`config.mk`:
```
export PLATFORM = sky130hd
export DESIGN_NAME = adder_rr_arbiter
export DESIGN_NICKNAME = d
export VERILOG_FILES = /design/src/rtl/adder_rr_arbiter.sv
export SDC_FILE = /design/constraint.sdc
export NUM_CORES = 1
export LEC_CHECK = 0
export BUFFER_PORTS_ARGS = -buffer_cell sky130_fd_sc_hd__buf_2
export CAP_MARGIN = 20
export CORE_AREA = 2 2 157 159
export DETAILED_ROUTE_END_ITERATION = 16
export DIE_AREA = 0 0 159 161
export RECOVER_POWER = 50
export SYNTH_ARGS = -nofsm -noshare
export SYNTH_HDL_FRONTEND = slang
export SYNTH_SLANG_ARGS = --single-unit
```
`constraint.sdc`:
```
create_clock -name iClk -period 2.4 [get_ports iClk]
set_input_delay 0.48 -clock iClk [delete_from_list [all_inputs] [get_ports iClk]]
set_output_delay 0.48 -clock iClk [all_outputs]
set_load 0.1 [all_outputs]
```
`src/rtl/adder_rr_arbiter.sv`:
```
// Shares one registered adder among NUM_REQ requesters in round-robin order; request->response latency 3 cycles, 4-cycle minimum per transaction.
// Backpressure: oRspValid/oRspId/oRspData hold until iRspReady, and no new grant is issued before that response is accepted.
module adder_rr_arbiter #(
    parameter int BITWIDTH = 32,
    parameter int NUM_REQ  = 4,
    parameter int ID_W     = (NUM_REQ > 1) ? $clog2(NUM_REQ) : 1
) (
    input  logic                         iClk,
    input  logic                         iRstN,
    input  logic                         iEn,
    input  logic                         iClr,
    input  logic [NUM_REQ-1:0]           iReqValid,
    output logic [NUM_REQ-1:0]           oReqReady,
    input  logic [NUM_REQ*BITWIDTH-1:0]  iReqData0,
    input  logic [NUM_REQ*BITWIDTH-1:0]  iReqData1,
    output logic                         oAddEn,
    output logic                         oAddClr,
    output logic [BITWIDTH-1:0]          oAddData0,
    output logic [BITWIDTH-1:0]          oAddData1,
    input  logic [BITWIDTH:0]            iAddSum,
    output logic                         oRspValid,
    input  logic                         iRspReady,
    output logic [ID_W-1:0]              oRspId,
    output logic [BITWIDTH:0]            oRspData
);

    typedef enum logic [1:0] {IDLE, GRANT, CAPTURE, RESP} state_e;

    state_e              state_q, state_d;
    logic [ID_W-1:0]     ptr_q, ptr_d;
    logic [ID_W-1:0]     winner_q, winner_d;
    logic [ID_W-1:0]     rsp_id_q, rsp_id_d;
    logic [BITWIDTH:0]   rsp_data_q, rsp_data_d;
    logic [ID_W-1:0]     pick;
    logic                pick_vld;
    logic [ID_W:0]       cand;

    // First valid requester at or above ptr, wrapping around NUM_REQ.
    always_comb begin
        pick     = '0;
        pick_vld = 1'b0;
        cand     = '0;
        for (int k = 0; k < NUM_REQ; k++) begin
            cand = {1'b0, ptr_q} + (ID_W+1)'(k);
            if (cand >= (ID_W+1)'(NUM_REQ)) begin
                cand = cand - (ID_W+1)'(NUM_REQ);
            end
            if (!pick_vld && iReqValid[cand[ID_W-1:0]]) begin
                pick     = cand[ID_W-1:0];
                pick_vld = 1'b1;
            end
        end
    end

    always_comb begin
        state_d    = state_q;
        ptr_d      = ptr_q;
        winner_d   = winner_q;
        rsp_id_d   = rsp_id_q;
        rsp_data_d = rsp_data_q;
        if (iClr) begin
            state_d    = IDLE;
            rsp_id_d   = '0;
            rsp_data_d = '0;
        end else begin
            case (state_q)
                IDLE: begin
                    if (iEn && pick_vld) begin
                        winner_d = pick;
                        state_d  = GRANT;
                    end
                end
                GRANT: begin
                    ptr_d   = (winner_q == ID_W'(NUM_REQ-1)) ? '0 : winner_q + ID_W'(1);
                    state_d = CAPTURE;
                end
                CAPTURE: begin
                    // Adder output is valid exactly one cycle after the GRANT cycle.
                    rsp_data_d = iAddSum;
                    rsp_id_d   = winner_q;
                    state_d    = RESP;
                end
                RESP: begin
                    if (iRspReady) begin
                        state_d = IDLE;
                    end
                end
                default: state_d = IDLE;
            endcase
        end
    end

    always_ff @(posedge iClk or negedge iRstN) begin
        if (!iRstN) begin
            state_q    <= IDLE;
            ptr_q      <= '0;
            winner_q   <= '0;
            rsp_id_q   <= '0;
            rsp_data_q <= '0;
        end else begin
            state_q    <= state_d;
            ptr_q      <= ptr_d;
            winner_q   <= winner_d;
            rsp_id_q   <= rsp_id_d;
            rsp_data_q <= rsp_data_d;
        end
    end

    always_comb begin
        oReqReady = '0;
        if (state_q == GRANT && !iClr) begin
            oReqReady[winner_q] = 1'b1;
        end
    end

    assign oAddEn    = (state_q == GRANT);
    assign oAddClr   = iClr;
    assign oAddData0 = (state_q == GRANT) ? iReqData0[int'(winner_q)*BITWIDTH +: BITWIDTH] : '0;
    assign oAddData1 = (state_q == GRANT) ? iReqData1[int'(winner_q)*BITWIDTH +: BITWIDTH] : '0;
    assign oRspValid = (state_q == RESP);
    assign oRspId    = rsp_id_q;
    assign oRspData  = rsp_data_q;

endmodule
```
======== After elaboration in Yosys (flattened, before gate mapping) ========
Cells that the tools add are included.
word-level totals
  bits in registers ....................... 41
  word-level logic and storage cells ...... 81
cells by class
  equal/unequal tests ..................... 6
  bitwise logic cells ..................... 1
  add/subtract/negate cells ............... 8
  multiplexer cells ....................... 34
  reductions and logical operators ........ 15
  shift operators ......................... 2
  order comparisons ....................... 10
operator list
  operator               count
  $shiftx A128 B8 Y32    2
  $mux W33               2
  $mux W32               2
  $mux W2                14
  $lt A2 B3 Y1 const B   5
  $ge A3 B3 Y1 const B   3
  $mux W1                9
  $bmux W1 S2            4
  $pmux W2 S4            1
  $sub A2 B1 Y2 const B  4
  $add A2 B2 Y3 const B  2
  $eq A2 B2 Y1 const B   3
  $logic_and A1 B1 Y1    6
  $logic_not A1 Y1       4
  $mux W4                1
  $reduce_and A2 Y1      2
  $add A2 B1 Y3 const B  1
  $ge A2 B3 Y1 const B   1
  $ne A3 B2 Y1 const B   1
  $ne A3 B3 Y1 const B   1
  $reduce_and A3 Y1      1
  $add A2 B1 Y2 const B  1
  $demux W1 S2           1
  $eq A2 B1 Y1 const B   1
  other kinds (4)        4

======== Depth between registers and ports, before layout ========
Gate-level depths: netlist of run 1.
  depth in word-level cells ............... 18
  mapped depth ............................ 6
  depth with buffers taken out ............ 5

======== Worst setup path before layout of run 1 ========
Ideal clock, no wire load.
  kind .................................... flip-flop to output port
  from .................................... reg state_q[1]
  to ...................................... out oAddData0[10]
  path slack .............................. -0.659 ns
  stages on the path, launching flop included .. 6
  data arrival time ....................... 2.579 ns
  data required time ...................... 1.920 ns
  path through ............................ dfrtp_1 inv_1 ha_1 clkbuf_1 clkbuf_1 and2_1
between the ends
  longest elaborated chain between the ends .. 2
RTL lines
  item                    RTL line  source
  from (decl)             29        state_e state_q, state_d;
  from (signal assigned)  101       state_q <= state_d;
  $eq A2 B1 Y1            n/a
  named net oAddEn        16        output logic oAddEn,
  $mux W32                118       assign oAddData0 = (state_q == GRANT) ? iReqData0[int'(winner_q)*BITWIDTH +: BITWIDTH] : '0;
  to (decl)               18        output logic [BITWIDTH-1:0] oAddData0,
The timed path passes the listed nets, and every way through them passes these cells.

======== Worst setup path in the final report of run 1 ========
  from .................................... reg winner_q[0]
  to ...................................... out oAddData1[16]
between the ends
  longest elaborated chain between the ends .. 2
RTL lines
  item                    RTL line  source
  from (decl)             31        logic [ID_W-1:0] winner_q, winner_d;
  from (signal assigned)  103       winner_q <= winner_d;
  $shiftx A128 B8 Y32     119       assign oAddData1 = (state_q == GRANT) ? iReqData1[int'(winner_q)*BITWIDTH +: BITWIDTH] : '0;
  $mux W32                119
  to (decl)               19        output logic [BITWIDTH-1:0] oAddData1,
Every way passes these cells.

==> impl_metrics.ini, run 1 <==
[worst_setup_path]
critPathMaxStageDelay_ns = 0.49
endpoint_kind = output pin
critPathKind = flop to output pin
cp.required_ns = 1.92
path_delay_family = buffers and inverters
cp_common_cell = buf_12
critPathBufInv = 4
start_kind = flop
path_max_fanout = 7
cp_num_cells = 6
path_cells = buf_12 > buf_12 > buf_16 > mux4_2 > and2_4 > buf_12
slowest_stage = dfrtp_4
worstRegToRegCells = 5
worstPathArrival_ns = 1.97

[sta]
tightest_slew_ns = 1.25
grt_setup_unrepaired = true
max_clock_freq_mhz = 409
period_share_pct = 102
finalSetupViolations = 17
min_period_ns = 2.45
hold_viol = 0
hold_slack_ns = 0.280
relSlewSlack_pct = 17.1
clock-skew-final_ns = 0.00585
tns_ns = -0.385
drv_slew = 0
worst_slack_ns = -0.0467

[logic_synthesis]
synth_top_cell_by_area = mux4_2
syn_area_per_cell_sq_um = 12.3
yosysMostFrequentCell = and2_1
async_reset_ff_share_pct = 100
synth-seq-cells = 41
synth-seq-area-share_pct = 26.2
netlist_top_cells_count = and2_1, mux4_2, dfrtp_1, nor2_1, mux2i_1
ys_warn_count = 0
synth_cells = 318
synth_cell_types = 28
synth_edf_count = 0
yosysTopAreaCellShare_pct = 36.9
synth-main-ff-cell = dfrtp_1
syn_area_sq_um = 3910
synth_nets = 625
synthTopCellsByArea = mux4_2, dfrtp_1, and2_1

[run_status]
status = complete, but fails checks
failed_checks = negative setup slack

[routing]
num_vias = 4552
ant_nets = 0
viasPerCell = 4.35
wl_mm = 21.2
drcViolationCount = 0
first_iter_violations = 279
avgRoutedWirePerCell_um = 20.3
drtPass1Iterations = 5

[layout]
layoutNonFillerInstCount = 1047
multi_input_area_sq_um = 2830
final_util_pct = 32.3
seqCellArea_sq_um = 1030
n_fill_cell = 2455
final_net_count = 1027
drive_gt1_share_pct = 76.0
area_growth_pct = 97.8

[grt]
grt_usage_pct = 15.6
first_global_vias = 4662
grt_antenna_before_repair = 8
gr-total-overflow = 0
grt_start_max_net_pins = 42
grt_pass1_wl_mm = 30.2

[clock_network]
clk_pin_slew_ns = 0.06
clkLatencyLatePin_ns = 0.28
numCtsBuffers = 5
cts_hold_buf = 0
cts_max_level = 2
ctsLongestPathBuffers = 2
cts_tree = done
cts_sinks = 41
cts_root_buf = clkbuf_16

[die]
die_area_sq_um = 25600
rows = 57
dieWidth_um = 159
fp.dieH_um = 161
core_area_sq_um = 24000
start_util_pct = 16.3
pin_count = 404

[flow_run]
maxCapViolCount = 0

[min_path]
min_path_type = input pin to asynchronous set/reset pin

[place]
routabilityCongestion = 0.955
place_inst = 1028
dp_hpwl_mm = 17.3
port_buffers = 403

[power_and_ir_drop]
power_mw = 11.9
p_leak_nw = 3.60
p_per_area_nw_per_um2 = 1540
peakVddDrop_mv = 0.602
[flip-flops by register name (all words and copies together) (netlist names)]
signal    flops
oRspId        2
state_q       2
oRspData     33
winner_q      2
ptr_q         2
[power breakdown]
group | switching (mW) | internal [mW] | total (mW)
combinational | 6.18 | 3.92 | 10.1
clock | 0.280 | 0.493 | 0.773
sequential | 0.152 | 0.851 | 1.00
total | 6.61 | 5.26 | 11.9
[metrics by stage]
step	worst slack, ns	instance area, sq um
3_3_place_gp	0.110	6900
4_1_cts	-0.104	7590
2_1_floorplan	0.0132	4000
5_1_grt	-0.102	7730
6_report	-0.0467	7730
3_5_place_dp	0.121	6900
[area by class of cell]
class	count	area share [%]
inverter	5	0.243
sequential	41	13.4
tap	324	5.24
clock buffer	6	1.67
timing repair buffer	426	42.3
antenna	2	0.0647
multi-input combinational	241	36.6
clock inverter	2	0.502
[worst reg2reg max path: cells and delay by family (launching register included)]
family	cells	cell delay, ns
and+or+nand+nor	2	0.40
adders and majority gates	1	0.21
AOI/OAI and AO/OA	1	0.46
buffers and inverters	1	0.15
DFF	1	0.43
[cell families (layout without fill, tap and decap cells)]
| group | Yosys count | after routing | synth area share [%] |
|---|---|---|---|
| adders and majority gates | 9 | 9 | 2.88 |
| AOI/OAI and AO/OA | 10 | 10 | 1.79 |
| other | 0 | 2 | 0 |
| DFF | 41 | 41 | 26.2 |
| buffers and inverters | 36 | 439 | 5.57 |
| muxes | 103 | 103 | 46.9 |
| and+or+nand+nor | 119 | 119 | 16.6 |
[worst paths after layout]
| check | end | start | slack (ns) |
|---|---|---|---|
| max in group asynchronous | winner_q[0] | iRstN | 0.86 |
| worst max register to register | winner_q[0] | state_q[0] | 0.60 |
| min in group iClk | oRspData[18] | iAddSum[18] | 0.43 |
| worst min-delay path | oRspData[16] | iRstN | 0.28 |
| worst max-delay path | oAddData1[16] | winner_q[0] | -0.05 |
| worst min register to register | oRspData[24] | oRspData[24] | 0.52 |
[cell usage in the layout (no fill, tap or decap), types with 6 or more instances in the layout]
cell,instances
buf_4,11
clkbuf_16,6
clkbuf_1,23
mux4_2,64
buf_2,312
buf_6,8
ha_1,7
nor2_1,38
dfrtp_1,39
and2_2,12
and2_4,53
mux2i_1,37
buf_12,67
[metal layers]
layer / track usage (%) / part of all wire [%]
met5: 0 / 0.22
met1: 18.3 / 37
met2: 27.9 / 51
met3: 5.14 / 8.9
met4: 3.39 / 2.6
[what timing repair did]
| action | in CTS | in global routing |
|---|---|---|
| endpoints found under the setup margin | 64 | 62 |
| gates cloned | 1 | 1 |
| gates resized for setup | 140 | 50 |
| setup buffers | 5 | 2 |
No activity file was read; power rests on OpenSTA's default activity.
==> run 2, diff against run 1 <==
--- a/config.mk
+++ b/config.mk
@@ -7,9 +7,13 @@
 export LEC_CHECK = 0
 export BUFFER_PORTS_ARGS = -buffer_cell sky130_fd_sc_hd__buf_2
 export CAP_MARGIN = 20
+export CELL_PAD_IN_SITES_DETAIL_PLACEMENT = 1
+export CELL_PAD_IN_SITES_GLOBAL_PLACEMENT = 1
 export CORE_AREA = 2 2 157 159
 export DETAILED_ROUTE_END_ITERATION = 16
 export DIE_AREA = 0 0 159 161
+export GPL_TIMING_DRIVEN = 1
+export PLACE_DENSITY_LB_ADDON = 0.1
 export RECOVER_POWER = 50
 export SYNTH_ARGS = -nofsm -noshare
 export SYNTH_HDL_FRONTEND = slang
==> impl_metrics.ini, run 2 (synthesized netlist as in run 1, its figures left out) <==
[run_status]
status = complete, but fails checks
failed_checks = negative setup slack

[routing]
viasPerCell = 4.22
wl_mm = 21.6
ant_nets = 0
drtPass1Iterations = 4
avgRoutedWirePerCell_um = 20.6
drcViolationCount = 0
first_iter_violations = 210
num_vias = 4435

[die]
die_area_sq_um = 25600
start_util_pct = 16.3
core_area_sq_um = 24000
pin_count = 404
fp.dieH_um = 161
dieWidth_um = 159
rows = 57

[clock_network]
cts_root_buf = clkbuf_16
cts_tree = done
clk_pin_slew_ns = 0.07
ctsLongestPathBuffers = 2
clkLatencyLatePin_ns = 0.30
numCtsBuffers = 5
cts_sinks = 41
cts_hold_buf = 0
cts_max_level = 2

[grt]
first_global_vias = 4922
gr-total-overflow = 0
grt_pass1_wl_mm = 31.9
grt_usage_pct = 16.2
grt_start_max_net_pins = 52
grt_antenna_before_repair = 2

[sta]
grt_setup_unrepaired = true
hold_slack_ns = 0.405
tns_ns = -0.00471
drv_slew = 0
worst_slack_ns = -0.00400
tightest_slew_ns = 1.23
clock-skew-final_ns = 0.00677
min_period_ns = 2.40
finalSetupViolations = 2
max_clock_freq_mhz = 416
relSlewSlack_pct = 18.6
period_share_pct = 100
hold_viol = 0

[worst_setup_path]
slowest_stage = mux4_2
r2r-end = winner_q[0]
critPathMaxStageDelay_ns = 0.50
worstRegToRegCells = 5
cp_common_cell = buf_12
critPathBufInv = 3
worstPathArrival_ns = 1.92
path_delay_family = multiplexers
rr_startpoint = state_q[0]
cp_num_cells = 5
critPathKind = flop to output pin
start_kind = flop
endpoint_kind = output pin
ff2ff_setup_slack_ns = 0.38
cp.required_ns = 1.92
path_max_fanout = 8
path_cells = buf_12 > buf_16 > mux4_2 > and2_4 > buf_12

[flow_run]
maxCapViolCount = 0

[power_and_ir_drop]
peakVddDrop_mv = 0.547
p_leak_nw = 3.66
p_per_area_nw_per_um2 = 1540
power_mw = 12.1

[place]
routabilityCongestion = 0.923
dp_slack_ns = 0.0979
port_buffers = 403
dp_hpwl_mm = 17.6
placed_area_sq_um = 6710

[layout]
area_growth_pct = 102
stdcell_area_sq_um = 7880
final_cell_mix = buf_2, buf_12, mux4_2, and2_4, dfrtp_1
layout_commonest_cell = buf_2
drive_gt1_share_pct = 76.5
largest_reg_flops = 33
final_net_count = 1030

[min_path]
min_path_type = input pin to asynchronous set/reset pin
==> run 2: cell types whose count changed in the layout (fill, tap and decap cells not counted), sizes merged <==
cell	delta
bufinv	-1
clkbuf	-2
clkinv	-1
inv	+3
buf	+4
==> run 2: routing by layer <==
| metal | global-route usage [%] | up-vias | routed length (um) |
|---|---|---|---|
| met1 | 18.3 | 2206 | 7900 |
| met3 | 4.47 | 27 | 1540 |
| met4 | 4.46 | 0 | 571 |
| li1 | - | 1995 | - |
| met2 | 29.9 | 207 | 11600 |
| met5 | 0 | - | 0 |
==> run 2: per-stage QoR <==
stage	utilization, %	cells
final	32.9	1050
after global routing	32.9	1050
after CTS	32.9	1048
after detailed placement	28.0	1029
after global placement	28.0	1029
after floorplan	-	318
==> run 2: layout make-up <==
class / count / area [sq um]
inverter: 5 / 18.8
timing repair buffer: 429 / 3420
sequential: 41 / 1030
tap: 324 / 405
clock buffer: 5 / 125
fill: 2708 / 16100
multi-input combinational: 241 / 2850
antenna: 2 / 5.00
clock inverter: 3 / 28.8
==> run 2: repair_timing <==
action	in CTS	in global routing
pin swaps	4	1
gates cloned	4	0
gates resized for setup	271	7
endpoints found under the setup margin	61	47
buffers inserted	7	0
==> run 2: worst register-to-register path, stage by stage (launching register included) <==
cell	delay, ns
dfrtp_1	0.43
inv_1	0.15
ha_1	0.23
nand3b_1	0.12
or2_2	0.30
o41ai_1	0.61
==> run 2: how the worst max path moves through the flow <==
stage	start	end	slack, ns
floorplan	state_q[1]	oAddData0[0]	0.01
global placement	winner_q[0]	oAddData1[8]	0.11
detailed placement	winner_q[0]	oAddData1[6]	0.1
CTS	winner_q[0]	oAddData1[21]	-0.04
global route	winner_q[0]	oAddData1[11]	-0.07
finish	winner_q[0]	oAddData1[6]	-0.004
==> run 2: where the power goes <==
| part | leakage, nW | switching [mW] | total (mW) | internal [mW] |
|---|---|---|---|---|
| combinational | 3.02 | 6.27 | 10.4 | 4.18 |
| sequential | 0.555 | 0.114 | 0.964 | 0.850 |
| clock | 0.0767 | 0.332 | 0.733 | 0.401 |
==> run 3, diff against run 2 <==
--- a/config.mk
+++ b/config.mk
@@ -14,7 +14,7 @@
 export DIE_AREA = 0 0 159 161
 export GPL_TIMING_DRIVEN = 1
 export PLACE_DENSITY_LB_ADDON = 0.1
-export RECOVER_POWER = 50
+export RECOVER_POWER = 25
 export SYNTH_ARGS = -nofsm -noshare
 export SYNTH_HDL_FRONTEND = slang
 export SYNTH_SLANG_ARGS = --single-unit
==> impl_metrics.ini, run 3 (synthesized netlist as in run 1, its figures left out) <==
[run_status]
status = complete, but fails checks
failed_checks = negative setup slack

[layout]
final_net_count = 1030
final_cell_mix = buf_2, buf_12, mux4_2, and2_4, dfrtp_1
drive_gt1_share_pct = 79.4
layoutNonFillerInstCount = 1050
layout_commonest_cell = buf_2
final_util_pct = 33.0
n_fill_cell = 2707
largest_reg_flops = 33
area_growth_pct = 102

[sta]
hold_slack_ns = 0.404
tightest_slew_ns = 1.19
hold_viol = 0
min_period_ns = 2.40
finalSetupViolations = 1
worst_slack_ns = -0.00215
period_share_pct = 100
max_clock_freq_mhz = 416
relSlewSlack_pct = 21.0
drv_slew = 0
clock-skew-final_ns = 0.00682
grt_setup_unrepaired = true

[die]
die_area_sq_um = 25600
dieWidth_um = 159
core_area_sq_um = 24000
pin_count = 404
start_util_pct = 16.3
fp.dieH_um = 161
rows = 57

[grt]
grt_antenna_before_repair = 2
grt_start_max_net_pins = 52
gr-total-overflow = 0
grt_usage_pct = 16.2
first_global_vias = 4922
grt_pass1_wl_mm = 31.9

[worst_setup_path]
cp.required_ns = 1.92
start_kind = flop
critPathKind = flop to output pin
critPathBufInv = 3
path_delay_family = multiplexers
worstPathArrival_ns = 1.92
ff2ff_setup_slack_ns = 0.38
path_cells = buf_12 > buf_16 > mux4_2 > and2_4 > buf_12
endpoint_kind = output pin
slowest_stage = mux4_2
path_max_fanout = 8
cp_common_cell = buf_12
critPathMaxStageDelay_ns = 0.51

[routing]
num_vias = 4439
drtPass1Iterations = 4
first_iter_violations = 199
ant_nets = 0
wl_mm = 21.6
avgRoutedWirePerCell_um = 20.6
viasPerCell = 4.23
drcViolationCount = 0

[power_and_ir_drop]
peakVddDrop_mv = 0.547
p_leak_nw = 3.74
p_per_area_nw_per_um2 = 1540

[clock_network]
cts_tree = done
cts_max_level = 2
clkLatencyLatePin_ns = 0.30
ctsLongestPathBuffers = 2
cts_root_buf = clkbuf_16
numCtsBuffers = 5
cts_hold_buf = 0
cts_sinks = 41
clk_pin_slew_ns = 0.07

[place]
port_buffers = 403
dp_hpwl_mm = 17.6
place_inst = 1029
routabilityCongestion = 0.923

[min_path]
min_path_type = input pin to asynchronous set/reset pin

[flow_run]
maxCapViolCount = 0
-- run 3: cell type report --
| cell class | instances | area, sq um | share of cell area [%] |
|---|---|---|---|
| diodes | 2 | 5.00 | 0.0633 |
| clock buffers | 5 | 125 | 1.58 |
| clock inverters | 3 | 28.8 | 0.364 |
| inverters | 5 | 18.8 | 0.237 |
| multi-input cells | 241 | 2850 | 36.0 |
| flip-flops and latches | 41 | 1030 | 13.1 |
| well taps | 324 | 405 | 5.13 |
| repair buffers | 429 | 3440 | 43.6 |
-- run 3: power by group --
part	total [mW]	internal (mW)	switching, mW
Sequential	0.963	0.850	0.114
Clock	0.734	0.401	0.332
Combinational	10.5	4.20	6.27
Total	12.2	5.45	6.71
-- run 3: worst paths after layout --
check	start	endpoint	cells past startpoint
min in group iClk	iAddSum[27]	oRspData[27]	3
hold reg to reg	oRspData[31]	oRspData[31]	2
setup / recovery	winner_q[0]	oAddData1[6]	5
max in group asynchronous	iRstN	oRspData[6]	2
setup reg to reg	state_q[0]	winner_q[0]	5
hold / removal	iRstN	oRspData[26]	1
-- run 3: what timing repair did --
item                                    CTS  global route
endpoints found under the setup margin   61            47
gates cloned                              4             0
pin swaps                                 4             1
resized for setup                       271             7
buffers inserted                          7             0
-- run 3: per-layer routing --
layer | GRT usage, % | up-vias | routed length [um]
li1 | - | 1995 | -
met1 | 18.3 | 2198 | 7870
met2 | 29.9 | 216 | 11500
met3 | 4.47 | 30 | 1590
met4 | 4.46 | 0 | 607
met5 | 0 | - | 0
-- run 3: through the flow --
stage / TNS (ns) / power (mW) / area [sq um] / setup WS, ns
final: -0.00215 / 12.2 / 7910 / -0.00215
after floorplan: 0 / 7.59 / 4000 / 0.0132
after CTS: -0.544 / 12.3 / 7890 / -0.0405
after global placement: 0 / 9.45 / 6710 / 0.111
after global routing: -1.21 / 12.6 / 7910 / -0.0678
after detailed placement: 0 / 9.52 / 6710 / 0.0979
-- run 3: worst reg2reg max path, cell delays in order (launching register included) --
cell and delay [ns]:
dfrtp_1 0.43, inv_1 0.15, ha_1 0.23, nand3b_1 0.12, or2_2 0.30, o41ai_1 0.61
